===== config.mk =====
export PLATFORM = sky130hd
export DESIGN_NAME = instr_fetch_stage
export DESIGN_NICKNAME = d
export VERILOG_FILES = /design/src/rtl/mips_fetch_pkg.sv /design/src/rtl/next_pc_sel.sv /design/src/rtl/instr_fetch_stage.sv
export SDC_FILE = /design/constraint.sdc
export NUM_CORES = 1
export LEC_CHECK = 0
export ABC_AREA = 1
export CORE_MARGIN = 2
export CORE_UTILIZATION = 46
export DETAILED_ROUTE_END_ITERATION = 8
export PLACE_DENSITY = 0.95
export SYNTH_ARGS = -nofsm -noshare
export SYNTH_HDL_FRONTEND = slang
export SYNTH_SLANG_ARGS = --single-unit
export TNS_END_PERCENT = 20

===== constraint.sdc =====
create_clock -name CLK -period 2.35 [get_ports CLK]
set_input_delay 0.3525 -clock CLK [delete_from_list [all_inputs] [get_ports CLK]]
set_output_delay 0.3525 -clock CLK [all_outputs]
set_load 0.01 [all_outputs]

===== src/rtl/mips_fetch_pkg.sv =====
// Shared constants and the next-PC select encoding for the MIPS fetch stage.
package mips_fetch_pkg;

    // All-zero word decodes as sll $0,$0,0, so a bubble is a real NOP.
    localparam logic [31:0] NOP_INST         = 32'h0000_0000;
    localparam logic [31:0] DEFAULT_RESET_PC = 32'h0000_0000;

    // Source of the next PC, listed from lowest to highest priority.
    typedef enum logic [1:0] {
        SEL_SEQ = 2'd0,
        SEL_BR  = 2'd1,
        SEL_J   = 2'd2,
        SEL_JR  = 2'd3
    } npc_sel_e;

endpackage


===== src/rtl/next_pc_sel.sv =====
// Picks the redirect source (jr > j > branch), forms the word-aligned
// target and flags a target whose low two bits were not zero.
module next_pc_sel
    import mips_fetch_pkg::*;
(
    input  logic        branch_taken_i,
    input  logic [31:0] branch_target_i,
    input  logic        jump_i,
    input  logic [25:0] jump_index_i,
    input  logic        jump_reg_i,
    input  logic [31:0] jr_target_i,
    input  logic [3:0]  pc4_hi_i,      // ifid_pc4[31:28], the region of the jump
    output logic [1:0]  sel_o,
    output logic [31:0] target_o,
    output logic        misalign_o
);

    npc_sel_e    sel;
    logic [31:0] raw_target;

    // Priority select of the redirect target; SEQ means no redirect.
    always_comb begin
        sel        = SEL_SEQ;
        raw_target = branch_target_i;
        if (jump_reg_i) begin
            sel        = SEL_JR;
            raw_target = jr_target_i;
        end else if (jump_i) begin
            sel        = SEL_J;
            raw_target = {pc4_hi_i, jump_index_i, 2'b00};
        end else if (branch_taken_i) begin
            sel        = SEL_BR;
            raw_target = branch_target_i;
        end
    end

    assign sel_o      = sel;
    assign target_o   = {raw_target[31:2], 2'b00};
    assign misalign_o = (sel != SEL_SEQ) && (raw_target[1:0] != 2'b00);

endmodule


===== src/rtl/instr_fetch_stage.sv =====
// IF stage: owns the PC, addresses the combinational instruction memory and
// loads the IF/ID register, honouring stall, flush and ID-stage redirects.
module instr_fetch_stage
    import mips_fetch_pkg::*;
#(
    parameter logic [31:0] RESET_PC   = DEFAULT_RESET_PC,
    parameter int          IMEM_WORDS = 128
) (
    input  logic        CLK,
    input  logic        RESET,
    input  logic        stall,
    input  logic        flush,
    input  logic        branch_taken,
    input  logic [31:0] branch_target,
    input  logic        jump,
    input  logic [25:0] jump_index,
    input  logic        jump_reg,
    input  logic [31:0] jr_target,
    output logic [31:0] imem_addr,
    input  logic [31:0] imem_data,
    output logic [31:0] ifid_inst,
    output logic [31:0] ifid_pc4,
    output logic        ifid_valid,
    output logic        addr_fault
);

    localparam logic [31:0] IMEM_LIMIT = 32'(IMEM_WORDS);

    logic [31:0] pc_q, pc_d;
    logic [31:0] inst_q, inst_d;
    logic [31:0] pc4_q, pc4_d;
    logic        valid_q, valid_d;
    logic        fault_q, fault_d;

    logic [1:0]  sel;
    logic [31:0] target;
    logic        misalign;
    logic        redirect;
    logic        out_of_range;
    logic [31:0] pc_plus4;

    next_pc_sel u_next_pc_sel (
        .branch_taken_i  (branch_taken),
        .branch_target_i (branch_target),
        .jump_i          (jump),
        .jump_index_i    (jump_index),
        .jump_reg_i      (jump_reg),
        .jr_target_i     (jr_target),
        .pc4_hi_i        (pc4_q[31:28]),
        .sel_o           (sel),
        .target_o        (target),
        .misalign_o      (misalign)
    );

    assign redirect     = (sel != SEL_SEQ);
    assign pc_plus4     = pc_q + 32'd4;
    assign out_of_range = ({2'b00, pc_q[31:2]} >= IMEM_LIMIT);

    // Next-state for PC, IF/ID and the fault pulse; redirect beats stall.
    always_comb begin
        pc_d    = pc_plus4;
        inst_d  = inst_q;
        pc4_d   = pc4_q;
        valid_d = valid_q;
        fault_d = misalign;

        if (redirect)   pc_d = target;
        else if (stall) pc_d = pc_q;

        if (flush || redirect) begin
            inst_d  = NOP_INST;
            pc4_d   = 32'd0;
            valid_d = 1'b0;
        end else if (!stall) begin
            if (out_of_range) begin
                inst_d  = NOP_INST;
                pc4_d   = 32'd0;
                valid_d = 1'b0;
                fault_d = 1'b1;
            end else begin
                inst_d  = imem_data;
                pc4_d   = pc_plus4;
                valid_d = 1'b1;
            end
        end
    end

    // State registers with synchronous active-low reset.
    always_ff @(posedge CLK) begin
        if (!RESET) begin
            pc_q    <= RESET_PC;
            inst_q  <= NOP_INST;
            pc4_q   <= 32'd0;
            valid_q <= 1'b0;
            fault_q <= 1'b0;
        end else begin
            pc_q    <= pc_d;
            inst_q  <= inst_d;
            pc4_q   <= pc4_d;
            valid_q <= valid_d;
            fault_q <= fault_d;
        end
    end

    assign imem_addr  = pc_q;
    assign ifid_inst  = inst_q;
    assign ifid_pc4   = pc4_q;
    assign ifid_valid = valid_q;
    assign addr_fault = fault_q;

endmodule


==> summary.txt, run 1 <==
Status
  – Status: finished clean

Clocking
  – # resized after CTS: 0
  – H-Tree Depth: 3
  – CTS Buf Count: 9
  – CTS root buffer: clkbuf_8
  – Clk_lat worst skew: 360 ps
  – Cts hold-fix bufs: 0
  – Post-CTS setup repair buffer count: 0
  – Clock Path Buffers: 2
  – Clock transition at the registers of the reported paths: approximately 100 ps
  – CTS tree: yes
  – Total clock sinks: between 90 and 100

Detailed routing
  – Wire per inst: 16.4 µm
  – Antenna-violating nets left: 0
  – Post-Route WL: between 15 and 20 mm
  – Drc violations: 0
  – Vias post-DR: between 5,000 and 6,000
  – Drt via density: 5.38
  – Total iterations of the first detailed-routing run: 7
  – DRT iter0 DRCs: around 470

Worst setup path
  – CP Launch Type: flip-flop
  – Largest stage delay, worst path: 410 ps
  – Crit Path Class: reg2reg
  – Worst Setup End Kind: flip-flop
  – Req. time, crit path: around 2700 ps
  – Critical Path Most Common Cell: nand2_1
  – Crit-path max FO: about 40
  – Crit path DAT: about 2100 ps
  – Worst path slowest cell: dfxtp_1
  – Cells along the critical path: nor2_1 > nand2_1 > nor3_2 > nand3_2 > nor2_4 > buf_4 > nand2_1 > a21oi_2

Power
  – Clock Power Share: 30.8%
  – Sw frac: around 28%
  – Sequential share of power: 49.2%
  – Switch Pwr: 0.991 mW
  – P_leak: 2.66 nW
  – Combinational share of power: 19.9%
  – Int Power: about 2.5 mW
  – Worst vdd ir: 0.259 mV
  – Pwr dens: between 400 and 500 nW/µm²

Global route
  – GRT Resource Usage Total: 30.8%
  – Gr ovfl total: 0
  – Vias in the first global route: about 5,900
  – First-pass GRT wire length: 28.7 mm
  – Antenna violations before repair: 0
  – Maximum number of pins on one net before global-route repair: 64

Cells and area
  – Layout cell share with drive strength beyond 1: roughly 8.5%
  – Nets: about 1,100
  – Most frequent cells in the layout: nand2_1, clkdlybuf4s50_1, dfxtp_1
  – Most common cell after layout, fill and taps aside: nand2_1
  – Fillers: ~890
  – Antenna diode count: 0
  – Area grow syn2layout: 48.1%

STA
  – Worst slew pin tran: approximately 650 ps
  – Final Cycle Share: between 70% and 80%
  – Final Setup Violations: 0
  – Max-slew violations: 0
  – Unrepaired setup endpoints after global routing: no
  – Setup TNS: 0 ps
  – Final Hold Viols: 0
  – Final worst setup slack: between 500 and 600 ps
  – Minimum clock period: approximately 1800 ps
  – Max frequency: roughly 550 MHz
  – Final Skew: about 11 ps
  – Worst slew margin: 56.6%

Floorplan
  – # IOs: between 200 and 250
  – Row count: 38
  – Initial Util: 47.0%
  – Die area: 11,900 µm²
  – Die height: about 110 µm
  – Core Area: approximately 11,000 µm²
  – Horiz. Die Dim: 109 µm

Synthesis
  – Mapped Cells: between 700 and 800
  – Cell Area, Synth: just over 5000 µm²
  – Register area share after synthesis: between 30% and 40%
  – YS warnings: 0
  – Yosys reg bits: 94
  – Netlist cell types: 35
  – Mapped Avg Cell Area: ~6.7 µm²

Placement
  – Setup WS pre-CTS: ~240 ps
  – GPL Wtd Cong: between 0.9 and 1
  – Port buffer count: 222
  – Final HPWL DP: 14.1 mm

Worst hold path
  – HP Class: in2reg

Job
  – Max-cap viol count: 0
## power by group through the flow
stage / sequential, mW / clock (mW) / combinational, mW
floorplan: 1.75 / 0 / 0.289
global placement: 1.75 / 0 / 0.674
detailed placement: 1.75 / 0 / 0.686
CTS: 1.72 / 1.08 / 0.690
global route: 1.73 / 1.16 / 0.756
finish: 1.72 / 1.08 / 0.695
## cell type report
cell class	instances	area [µm²]	area share, %
Clock buffer	9	124	1.64
Clock inverter	5	62.6	0.829
Sequential cell	94	1880	24.9
Timing Repair Buffer	238	2350	31.1
Tap cell	140	175	2.32
Multi-Input combinational cell	572	2760	36.6
Inverter	52	195	2.58
## flip-flops by register name, indices dropped and copies added (netlist names)
name / flops
ifid_inst: 32
ifid_pc4: 30
imem_addr: 30
addr_fault: 1
ifid_valid: 1
## worst paths after layout
path / cells after the start / endpoint / slack (ps) / from
worst max-delay path: 8 / ifid_inst[4]$_SDFFE_PP0N_ / 520 / imem_addr[15]$_SDFFE_PN0P_
worst max register to register: 8 / ifid_inst[4]$_SDFFE_PP0N_ / 520 / imem_addr[15]$_SDFFE_PN0P_
worst min-delay path: 3 / ifid_pc4[30]$_SDFFE_PP0N_ / 410 / stall
worst min register to register: 2 / ifid_pc4[15]$_SDFFE_PP0N_ / 450 / ifid_pc4[15]$_SDFFE_PP0N_
## synth_stat cells
library cell | number | area [µm²]
nor2_4 | 6 | 67.6
buf_2 | 18 | 90.1
xor2_1 | 4 | 35.0
nand2_2 | 4 | 25.0
a221oi_1 | 1 | 8.76
nor3_2 | 1 | 10.0
inv_1 | 48 | 180
clkbuf_2 | 1 | 5.00
nand4_1 | 6 | 37.5
o311ai_0 | 1 | 8.76
nand2_1 | 234 | 878
xnor2_1 | 3 | 26.3
conb_1 | 1 | 3.75
a21oi_2 | 25 | 219
inv_2 | 4 | 15.0
a31oi_1 | 9 | 56.3
nor2_2 | 6 | 37.5
o211ai_1 | 15 | 113
nor2_1 | 73 | 274
a21oi_1 | 64 | 320
ha_1 | 2 | 25.0
nor3_1 | 2 | 10.0
nand3_1 | 55 | 275
o31ai_1 | 3 | 22.5
nand3_2 | 4 | 40.0
dfxtp_1 | 94 | 1880
or2_2 | 1 | 6.26
clkbuf_1 | 15 | 56.3
o21ai_0 | 46 | 230
buf_6 | 4 | 45.0
buf_4 | 9 | 67.6
nand3b_1 | 1 | 7.51
buf_1 | 2 | 7.51
o21bai_1 | 1 | 7.51
and2_1 | 1 | 6.26
## critical path: cells and delay by family (launching register included)
| family | cells | cell delay (ps) |
|---|---|---|
| AO/OA/AOI/OAI | 1 | 170 |
| buffers and inverters | 1 | 380 |
| flip-flops | 1 | 410 |
| AND/OR/NAND/NOR | 6 | 790 |
## cells by family (layout without fill, tap and decap cells)
group                    count (synthesis)  after routing  share of synthesized area, %
XOR/XNOR                                 7              7                          1.20
buffers and inverters                  101            304                          9.15
AND/OR/NAND/NOR                        394            394                          32.9
other                                    1              4                        0.0735
adder cells (fa/ha/maj)                  2              2                         0.491
flip-flops                              94             94                          36.9
AO/OA/AOI/OAI                          165            165                          19.3
## per-stage QoR
step                hold WS, ps  power (mW)  instances  util [%]  cell area (µm²)
finish                      411        3.49       1110      69.7             7550
global route                421        3.64       1110      69.7             7550
CTS                         402        3.49       1110      69.7             7550
detailed placement          433        2.44       1096      67.9             7360
global placement            430        2.42       1096      67.9             7360
floorplan                   470        2.04        767         -             5110
## metal layers
layer  track usage [%]  up-vias  wire length (µm)
met4              13.0        0               560
met2              52.7      343              8910
li1                  -     2880                 -
met3              10.0       52              1920
met5                 0        -                 0
met1              35.3     2702              6790
No activity file was read; power rests on OpenSTA's default activity.
==> inputs of run 2 (changes only) <==
--- a/config.mk
+++ b/config.mk
@@ -7,9 +7,9 @@
 export LEC_CHECK = 0
 export ABC_AREA = 1
 export CORE_MARGIN = 2
-export CORE_UTILIZATION = 46
+export CORE_UTILIZATION = 38
 export DETAILED_ROUTE_END_ITERATION = 8
-export PLACE_DENSITY = 0.95
+export PLACE_DENSITY = 0.88
 export SYNTH_ARGS = -nofsm -noshare
 export SYNTH_HDL_FRONTEND = slang
 export SYNTH_SLANG_ARGS = --single-unit
==> constraint.sdc (replaced) <==
create_clock -name CLK -period 1.6 [get_ports CLK]
set_input_delay 0.24 -clock CLK [delete_from_list [all_inputs] [get_ports CLK]]
set_output_delay 0.24 -clock CLK [all_outputs]
set_load 0.01 [all_outputs]
==> summary.txt, run 2 (synthesized netlist as in run 1, its figures left out) <==
Worst setup path
  – Cells along the critical path: nor2_2 > nand2_2 > nor3_2 > nand3_2 > nor2_4 > buf_6 > clkbuf_16 > nand2_1 > a21oi_1
  – Req. time, crit path: 1880 ps (-770 ps)
  – Crit-path max FO: 10 (-76%)
  – CP Launch Type: flip-flop
  – Critical path buffers and inverters: 2 (+1)
  – Delay-heaviest family, CP: simple AND/OR/NAND/NOR gates
  – Largest stage delay, worst path: 350 ps (-60 ps)
  – Worst Setup End Kind: flip-flop
  – Crit path DAT: 1900 ps (-230 ps)
  – Worst path slowest cell: dfxtp_4
  – Crit Path Class: reg2reg

Power
  – Worst vdd ir: 0.547 mV (+110%)
  – P_leak: 3.19 nW (+20%)
  – Pwr dens: 699 nW/µm² (+51%)
  – Total power: 5.85 mW (+68%)

Cells and area
  – Most common cell after layout, fill and taps aside: nand2_1
  – Area grow syn2layout: 64.2%
  – Max FFs per register: 32 (unchanged)
  – Most frequent cells in the layout: nand2_1, clkdlybuf4s50_1, dfxtp_1
  – Layout cell share with drive strength beyond 1: 16.6% (+8.1 points)
  – Antenna diode count: 0 (unchanged)
  – Nets: 1,140 (+3.8%)
  – Final Util: 63.5% (-6.2 points)

Detailed routing
  – Vias post-DR: 6,118 (+2.4%)
  – Total iterations of the first detailed-routing run: 5 (-2)
  – Drt via density: 5.14 (-4.5%)
  – Wire per inst: 16.4 µm (about the same)
  – Post-Route WL: 19.5 mm (+7.1%)
  – DRT iter0 DRCs: 415 (-12%)
  – Drc violations: 0 (unchanged)
  – Antenna-violating nets left: 0 (unchanged)

STA
  – Final Setup Violations: 12 (+12)
  – Unrepaired setup endpoints after global routing: yes
  – Max-slew violations: 0 (unchanged)
  – Final Skew: 6.79 ps (-3.87 ps)
  – Final worst setup slack: -15.0 ps (-538 ps)
  – Final Cycle Share: 101% (+23 points)
  – Final Hold Viols: 0 (unchanged)
  – Hold slack: 333 ps (-78.0 ps)
  – Max frequency: 619 MHz (+13%)
  – Setup TNS: -63.5 ps (-63.5 ps)
  – Minimum clock period: 1610 ps (-212 ps)

Global route
  – Gr ovfl total: 0 (unchanged)
  – Vias in the first global route: 5,782 (-2.0%)
  – First-pass GRT wire length: 28.9 mm (+0.72%)
  – GRT Resource Usage Total: 25.4% (-5.4 points)
  – Antenna violations before repair: 0 (unchanged)
  – Maximum number of pins on one net before global-route repair: 45 (-30%)

Clocking
  – H-Tree Depth: 3 (unchanged)
  – Total clock sinks: 94 (unchanged)
  – Clock Path Buffers: 2 (unchanged)
  – Clock transition at the registers of the reported paths: 70 ps (-30 ps)
  – CTS tree: yes
  – CTS root buffer: clkbuf_16
  – CTS Buf Count: 9 (unchanged)
  – Clk_lat worst skew: 350 ps (about the same)

Floorplan
  – Initial Util: 38.7% (-8.4 points)
  – # IOs: 227 (unchanged)
  – Core Area: 13,200 µm² (+22%)
  – Row count: 42 (+11%)
  – Die area: 14,400 µm² (+20%)
  – Die height: 120 µm (+9.7%)
  – Horiz. Die Dim: 120 µm (+9.7%)

Status
  – Status: finished, violations left
  – Failing checks: negative setup slack

Placement
  – Port buffer count: 222 (unchanged)
  – GPL Wtd Cong: 0.981 (-1.5%)
  – Final HPWL DP: 14.6 mm (+3.3%)

Job
  – Max-cap viol count: 0 (unchanged)

Worst hold path
  – HP Class: in2reg
-- run 2: changes by cell type in the layout (fill, tap and decap cells not counted), sizes merged --
cell,previous run,this run
buf,17,55
dlygate4sd2,0,4
dlymetal6s2s,0,11
clkinv,2,3
clkbuf,9,15
clkdlybuf4s50,221,206
clkinvlp,2,1
-- run 2: worst reg2reg max path, cell delays in order (launching register included) --
cell and delay [ps]:
dfxtp_4 350, nor2_2 130, nand2_2 70, nor3_2 210, nand3_2 160, nor2_4 160
buf_6 150, clkbuf_16 160, nand2_1 50, a21oi_1 120
-- run 2: per-layer routing --
layer,GRT usage (%),up-vias,wire length (µm)
met5,0,-,0
met3,8.75,48,1960
li1,-,2977,-
met2,43.6,296,9410
met1,29.5,2797,7610
met4,8.68,0,494
-- run 2: final cells by class --
class / count / area (µm²)
fill: 1096 / 4810
clock inverter: 5 / 60.1
sequential: 94 / 1910
multi-input combinational: 572 / 2890
inverter: 52 / 198
clock buffer: 11 / 233
tap: 176 / 220
timing repair buffer: 280 / 2870
-- run 2: per-stage QoR --
stage	worst slack (ps)	std cells	instance area, µm²
after floorplan	92.2	767	5110
after global placement	-115	1165	7760
after detailed placement	-200	1165	7760
after CTS	1.15	1181	8060
after global routing	-61.5	1190	8380
final	-15.0	1190	8380
-- run 2: what timing repair did --
| item | 4_1_cts | 5_1_grt |
|---|---|---|
| cloned | 0 | 4 |
| gates resized for setup | 13 | 62 |
| pin swaps | 0 | 9 |
| hold buffers | 0 | 0 |
| buffers inserted | 0 | 5 |
| endpoints found under the setup margin | 11 | 73 |
-- run 2: path summary, 6_finish.rpt --
check,start,end,slack [ps],cells past startpoint
max reg2reg,imem_addr[12]$_SDFFE_PN0P_,ifid_inst[29]$_SDFFE_PP0N_,-10,9
min reg2reg,ifid_pc4[15]$_SDFFE_PP0N_,ifid_pc4[15]$_SDFFE_PP0N_,440,2
max,imem_addr[12]$_SDFFE_PN0P_,ifid_inst[29]$_SDFFE_PP0N_,-10,9
min,stall,imem_addr[2]$_SDFFE_PN0P_,330,3
-- run 2: power by group --
part	leakage, nW	internal (mW)	switching, mW
clock network	0.140	1.22	0.969
logic	2.28	0.629	0.531
registers	0.771	2.41	0.0901
==> inputs of run 3 (changes only) <==
--- a/config.mk
+++ b/config.mk
@@ -5,9 +5,8 @@
 export SDC_FILE = /design/constraint.sdc
 export NUM_CORES = 1
 export LEC_CHECK = 0
-export ABC_AREA = 1
 export CORE_MARGIN = 2
-export CORE_UTILIZATION = 38
+export CORE_UTILIZATION = 37
 export DETAILED_ROUTE_END_ITERATION = 8
 export PLACE_DENSITY = 0.88
 export SYNTH_ARGS = -nofsm -noshare
==> summary.txt, run 3 <==
Synthesis
  – YS warnings: 0 (unchanged)
  – Number of flops mapped to enable cells by yosys: 0 (unchanged)
  – Netlist cell types: 58 (+66%)
  – Cell Area, Synth: 4650 µm² (-8.8%)
  – Count leader, synth: dfxtp_1
  – Synth top area share: 40.5% (+3.6 points)
  – Area leader, netlist: dfxtp_1
  – Top_reg_cell synth: dfxtp_1
  – Asr flop ratio synth: 0% (unchanged)
  – Top cells by count, synth: dfxtp_1, nand2_1, nand3_1
  – Mapped Avg Cell Area: 7.87 µm² (+18%)
  – Register area share after synthesis: 40.5% (+3.6 points)
  – Mapped Cells: 591 (-23%)
  – Synth top area cells: dfxtp_1, nand3_1, a21oi_1
  – Yosys reg bits: 94 (unchanged)

Worst setup path
  – Worst Setup End Kind: flip-flop
  – Req. time, crit path: 1820 ps (-60 ps)
  – Crit path DAT: 2090 ps (+190 ps)
  – CP Capture Point: imem_addr[27]$_SDFFE_PN0P_
  – FF-to-FF Start: imem_addr[18]$_SDFFE_PN0P_
  – R2R Path End: imem_addr[27]$_SDFFE_PN0P_
  – Reg2reg setup slack: -270 ps (-250 ps)
  – Crit-path max FO: 4 (-6)
  – CP Launch Type: flip-flop
  – Worst Setup SP: imem_addr[18]$_SDFFE_PN0P_
  – Register-to-Register Path Depth: 5 (-4)
  – Crit Path Class: reg2reg

Placement
  – Final HPWL DP: 14.0 mm (-3.7%)
  – Placed Instance Area: 7770 µm² (+0.13%)
  – GPL Wtd Cong: 0.945 (-3.6%)
  – Port buffer count: 222 (unchanged)
  – Setup WS pre-CTS: -484 ps (-284 ps)
  – # placed instances: 1,039 (-11%)

Clocking
  – Clock transition at the registers of the reported paths: 70 ps (about the same)
  – CTS Buf Count: 9 (unchanged)
  – Clock Path Buffers: 2 (unchanged)
  – CTS tree: yes
  – H-Tree Depth: 3 (unchanged)
  – Clk_lat worst skew: 340 ps (about the same)
  – CTS root buffer: clkbuf_16
  – Cts hold-fix bufs: 0 (unchanged)
  – Total clock sinks: 94 (unchanged)

Detailed routing
  – Wire per inst: 18.8 µm (+15%)
  – Drt via density: 5.65 (+9.8%)
  – Total iterations of the first detailed-routing run: 5 (unchanged)
  – Drc violations: 0 (unchanged)
  – DRT iter0 DRCs: 465 (+12%)
  – Post-Route WL: 20.0 mm (+2.8%)
  – Vias post-DR: 6,001 (-1.9%)
  – Antenna-violating nets left: 0 (unchanged)

Floorplan
  – Row count: 40 (-4.8%)
  – Core Area: 12,200 µm² (-7.8%)
  – Initial Util: 38.3% (-0.41 points)
  – Horiz. Die Dim: 116 µm (-3.1%)
  – # IOs: 227 (unchanged)
  – Die height: 116 µm (-3.1%)
  – Die area: 13,500 µm² (-6.1%)

Worst hold path
  – Hold path startpoint: jump_reg
  – Hold path depth: 4 (+1)
  – HP Class: in2reg

Cells and area
  – Final Util: 71.0% (+7.5 points)
  – Antenna diode count: 0 (unchanged)
  – Area grow syn2layout: 85.6%
  – Nets: 1,021 (-10%)
  – Fillers: 900 (-18%)
  – Register Area: 1930 µm² (+0.72%)
  – Design Area, Final: 8630 µm² (+3.1%)
  – Max FFs per register: 32 (unchanged)
  – Most common cell after layout, fill and taps aside: clkdlybuf4s50_1
  – Layout cell share with drive strength beyond 1: 25.8% (+9.2 points)
  – Final Non-Filler Cells: 1,063 (-11%)
  – Most frequent cells in the layout: clkdlybuf4s50_1, buf_4, dfxtp_1
  – Multi-input logic area: 2870 µm² (-0.65%)

Power
  – Sequential share of power: 40.0% (-2.8 points)
  – Int Power: 4.62 mW (+8.5%)
  – Switch Pwr: 1.57 mW (-1.2%)
  – Sw frac: 25.4% (-1.8 points)
  – Combinational share of power: 20.1% (+0.3 points)
  – Clock Power Share: 39.9% (+2.5 points)
  – Total power: 6.19 mW (+5.8%)
  – P_leak: 3.30 nW (+3.6%)
  – Pwr dens: 718 nW/µm² (+2.7%)
  – Worst vdd ir: 0.674 mV (+23%)

STA
  – Final worst setup slack: -269 ps (-254 ps)
  – Final Cycle Share: 117% (+16 points)
  – Max-slew violations: 0 (unchanged)
  – Final Setup Violations: 59 (+47)
  – Minimum clock period: 1870 ps (+254 ps)
  – Unrepaired setup endpoints after global routing: yes
  – Final Hold Viols: 0 (unchanged)
  – Max frequency: 535 MHz (-14%)
  – Final Skew: 6.89 ps (+0.103 ps)

Global route
  – GRT Max-Usage Layer: met2
  – Gr ovfl total: 0 (unchanged)
  – GRT Resource Usage Total: 28.2% (+2.8 points)
  – Global Route met2 Usage: 48.1% (+4.6 points)
  – First-pass GRT wire length: 29.7 mm (+2.7%)
  – Met3 Use GR: 5.92% (-2.8 points)
  – Maximum number of pins on one net before global-route repair: 40 (-11%)
  – Vias in the first global route: 5,740 (-0.73%)
  – Antenna violations before repair: 0 (unchanged)
  – Met1 Use GR: 35.3% (+5.7 points)

Status
  – Status: finished, violations left
  – Failing checks: negative setup slack

Job
  – Max-cap viol count: 0 (unchanged)
## run 3: changes by cell type in the layout (fill, tap and decap cells not counted), sizes merged, moves of 27 or more
| cell | change |
|---|---|
| and3 | +27 |
| nor2 | -66 |
| inv | -38 |
| nand2 | -169 |
| a21oi | -36 |
| buf | +67 |
## run 3: layer usage
| layer | vias up | routed length (µm) |
|---|---|---|
| met2 | 352 | 9780 |
| met5 | - | 0 |
| met4 | 0 | 624 |
| met1 | 2809 | 7820 |
| li1 | 2781 | - |
| met3 | 59 | 1780 |
## run 3: layout make-up
| cell class | count | area share (%) |
|---|---|---|
| Timing Repair Buffer | 342 | 37.3 |
| Multi-Input combinational cell | 428 | 33.2 |
| Sequential cell | 94 | 22.3 |
| Clock buffer | 10 | 2.65 |
| Tap cell | 168 | 2.44 |
| Clock inverter | 6 | 1.33 |
| Inverter | 15 | 0.696 |
## run 3: power by group through the flow
stage | clock, mW | sequential (mW) | combinational (mW)
floorplan | 0 | 2.55 | 0.393
global placement | 0 | 2.52 | 1.15
detailed placement | 0 | 2.52 | 1.17
CTS | 2.50 | 2.47 | 1.19
global route | 2.61 | 2.48 | 1.32
finish | 2.47 | 2.48 | 1.25
## run 3: logic make-up after synthesis
logic type	after synthesis	share of synthesized area [%]
mux	1	0.215
simple gates	234	25.8
other cells	1	0.0806
xor+xnor	9	1.69
flops	94	40.5
buf+inv	72	6.67
compound gates	178	24.6
fa+ha+maj	2	0.538
## run 3: worst min path at each step
| stage | end | slack (ps) |
|---|---|---|
| 5_1_grt | imem_addr[26]$_SDFFE_PN0P_ | 350 |
| 4_1_cts | imem_addr[26]$_SDFFE_PN0P_ | 330 |
| 3_5_place_dp | ifid_inst[10]$_SDFFE_PP0N_ | 450 |
| 2_1_floorplan | imem_addr[16]$_SDFFE_PN0P_ | 400 |
| 3_3_place_gp | ifid_inst[2]$_SDFFE_PP0N_ | 450 |
| 6_report | imem_addr[26]$_SDFFE_PN0P_ | 360 |
## run 3: per-stage QoR
stage                     hold slack (ps)  TNS (ps)
after floorplan                       399     -1530
after global placement                447    -29080
after detailed placement              451    -31760
after CTS                             333     -3760
after global routing                  352    -12330
final                                 358     -7750
## run 3: repair_timing
action,in CTS,in global routing
pin swaps,47,18
buffers inserted,7,3
endpoints found under the setup margin,113,95
gates resized for setup,112,43
hold endpoints to repair,0,0
cloned,4,0
## run 3: worst max-delay path, stage by stage (launching register included)
cell,delay (ps)
dfxtp_2,380
inv_1,120
or4_4,550
nor4_4,350
nor3b_2,90
a221o_1,270
==> RTL change (flow settings as in run 1) <==
The output `addr_fault` loses its register stage (`fault_q` becomes a continuous assignment).
--- a/src/rtl/instr_fetch_stage.sv
+++ b/src/rtl/instr_fetch_stage.sv
@@ -93,5 +93,4 @@
             pc4_q   <= 32'd0;
             valid_q <= 1'b0;
-            fault_q <= 1'b0;
         end else begin
             pc_q    <= pc_d;
@@ -99,7 +98,8 @@
             pc4_q   <= pc4_d;
             valid_q <= valid_d;
-            fault_q <= fault_d;
         end
     end
+
+    assign fault_q = fault_d;
 
     assign imem_addr  = pc_q;
Formal check against the unedited RTL: not equivalent (Yosys sat finds a counterexample within 4 cycles, from zero or initial values and one cycle with RESET low).
==> RTL change against run 1 <==
  * Wire length is 3.2% lower
  * Combinational power grew 2%
  * First-iteration DRC count fell by 14%
  * Total power is 2.2% higher
  * Highest routed layer unchanged
  * Sequential share of layout area shrank 0.11 points
  * Area after synthesis is 1.9% lower
  * Core utilization grew 0.65 points
  * Sequential cell count is 1 lower
  * Design area barely moved
  * Worst setup slack lost 0.081 ns
  * Cell count unchanged
  * Clock skew down 0.00065 ns
==> RTL change: results (changes against run 1) <==
Yosys
  • Synth unique cells: 34 (was 35)
  • Synth area leaders: dfxtp_1, nand2_1, a21oi_1 (unchanged)
  • Syn avg cell area: 6.62 um2 (was 6.68 um2)
  • YS warnings: 0 (unchanged)
  • Commonest cells post-synth: nand2_1, a21oi_1, dfxtp_1 (was nand2_1, dfxtp_1, nor2_1)
  • Sequential share of the synthesized area: 37.2% (was 36.9%)
  • Synth Flop Type: dfxtp_1 (unchanged)
  • Share of flip-flops with an asynchronous set or reset: 0% (unchanged)

Route
  • Vias: 5,942 (was 5,977)
  • Routed Wire Length: 17,600 um (was 18,200 um)
  • Initial DRC Count: 406 (was 474)
  • Wirelength per Cell: 15.9 um (was 16.4 um)
  • 1st-pass router iterations: 5 (was 7)

Global routing
  • Gr ovfl total: 0 (unchanged)
  • GRT Util Overall: 29.0% (was 30.8%)
  • Initial antenna violation count: 0 (unchanged)
  • Via count of the first global-routing pass: 5,366 (was 5,899)
  • Pin count of the biggest net entering global routing: 63 (was 64)
  • First-pass GRT wire length: 26,600 um (was 28,700 um)

Cells and area
  • Max reg flops: 32 (unchanged)
  • Antenna diode count: 0 (unchanged)
  • Layout cells sized above 1: 8.04% (was 8.45%)

Critical path
  • R2R Path Start: imem_addr[3] (was imem_addr[15])
  • Worst setup path start: imem_addr[9] (was imem_addr[15])
  • Crit-path max FO: 6 (was 41)
  • Arrival @ worst endpoint: 1.56 ns (was 2.13 ns)

Placement
  • Post-DP HPWL: 13,100 um (was 14,100 um)
  • Placed cell count: 1,094 (was 1,096)
  • IO Port Bufs: 222 (unchanged)
  • Gpl congestion: 0.996 (about the same)

Clocking
  • CTS buffer count: 9 (unchanged)
  • Clk_lat worst skew: ~0.37 ns
  • Post-cts resize count: 0 (unchanged)
  • Total setup buffers inserted after CTS: 0 (unchanged)
  • Clk buf depth: 2 (unchanged)
  • Root Driver: clkbuf_8 (unchanged)
  • CTS H-tree depth: 3 (unchanged)
  • Clock Pin Slew Worst Setup and Hold Paths: 0.09 ns

Power
  • LEAKAGE: 2.69 nW (was 2.66 nW)
  • IR drop worst, VDD: 0.000400 V (was 0.000259 V)

Worst hold path
  • Hold Crit Start: ifid_pc4[27] (was stall)
  • HP Class: reg -> reg (was in -> reg)

Status
  • Status: finished, final reports clean (unchanged)

STA
  • Worst Clk Skew: 0.0100 ns (was 0.0107 ns)
  • Worst Tran Pin Value: 0.614 ns (was 0.650 ns)
## RTL change: changes by cell type after synthesis, sizes merged, moves of 2 or more
cell and change:
o211ai -7, xnor2 +3, nand3 +29, o31ai -2, inv -5, a21oi +12
nand2 -36
## RTL change: power by group
| group | leakage (nW) | internal (mW) | switching (mW) |
|---|---|---|---|
| Combinational | 1.82 | 0.386 | 0.323 |
| Clock | 0.104 | 0.562 | 0.609 |
| Sequential | 0.760 | 1.62 | 0.0649 |
## RTL change: kinds of logic (layout without fill, tap and decap cells)
family          count (synthesis)  count (layout)  share of synthesized area [%]
flops                          93              93                           37.2
simple gates                  386             386                           33.7
compound gates                168             168                           17.7
buf+inv                        96             307                           9.15
xor+xnor                       10              10                           1.75
other cells                     1               4                         0.0749
fa+ha+maj                       2               2                          0.500
## RTL change: path summary, 6_finish.rpt
check	slack [ns]	depth (start not counted)	end
setup / recovery	0.44	5	addr_fault
hold / removal	0.45	2	ifid_pc4[27]
setup reg to reg	0.59	10	imem_addr[20]
hold reg to reg	0.45	2	ifid_pc4[27]
## RTL change: worst max-delay path: stages (launching register included)
cell and delay (ns):
dfxtp_1 0.38, nor3_1 0.20, nand3_1 0.17, nor2_4 0.20, o21ai_0 0.08, dlymetal6s2s_1 0.17
## RTL change: metal layers
metal / global-route usage (%) / up-vias / routed length, um
met4: 11.9 / 0 / 434
met1: 35.3 / 2736 / 7070
met2: 48.4 / 270 / 8440
met5: 0 / - / 0
li1: - / 2905 / -
met3: 8.14 / 31 / 1650
## RTL change: cell type report
type	count	area, um2
Fill cell	883	3190
Multi-Input combinational cell	570	2700
Timing Repair Buffer	244	2410
Sequential cell	93	1870
Inverter	47	176
Tap cell	140	175
Clock buffer	11	151
Clock inverter	5	65.1
## RTL change: per-stage QoR
step           cell area (um2)  utilization (%)  setup slack (ns)
2_1_floorplan             5010                -             0.749
3_5_place_dp              7320             68.1            0.0670
6_report                  7550             70.3             0.441
4_1_cts                   7530             70.1            0.0227
3_3_place_gp              7320             68.1             0.116
5_1_grt                   7550             70.3             0.258
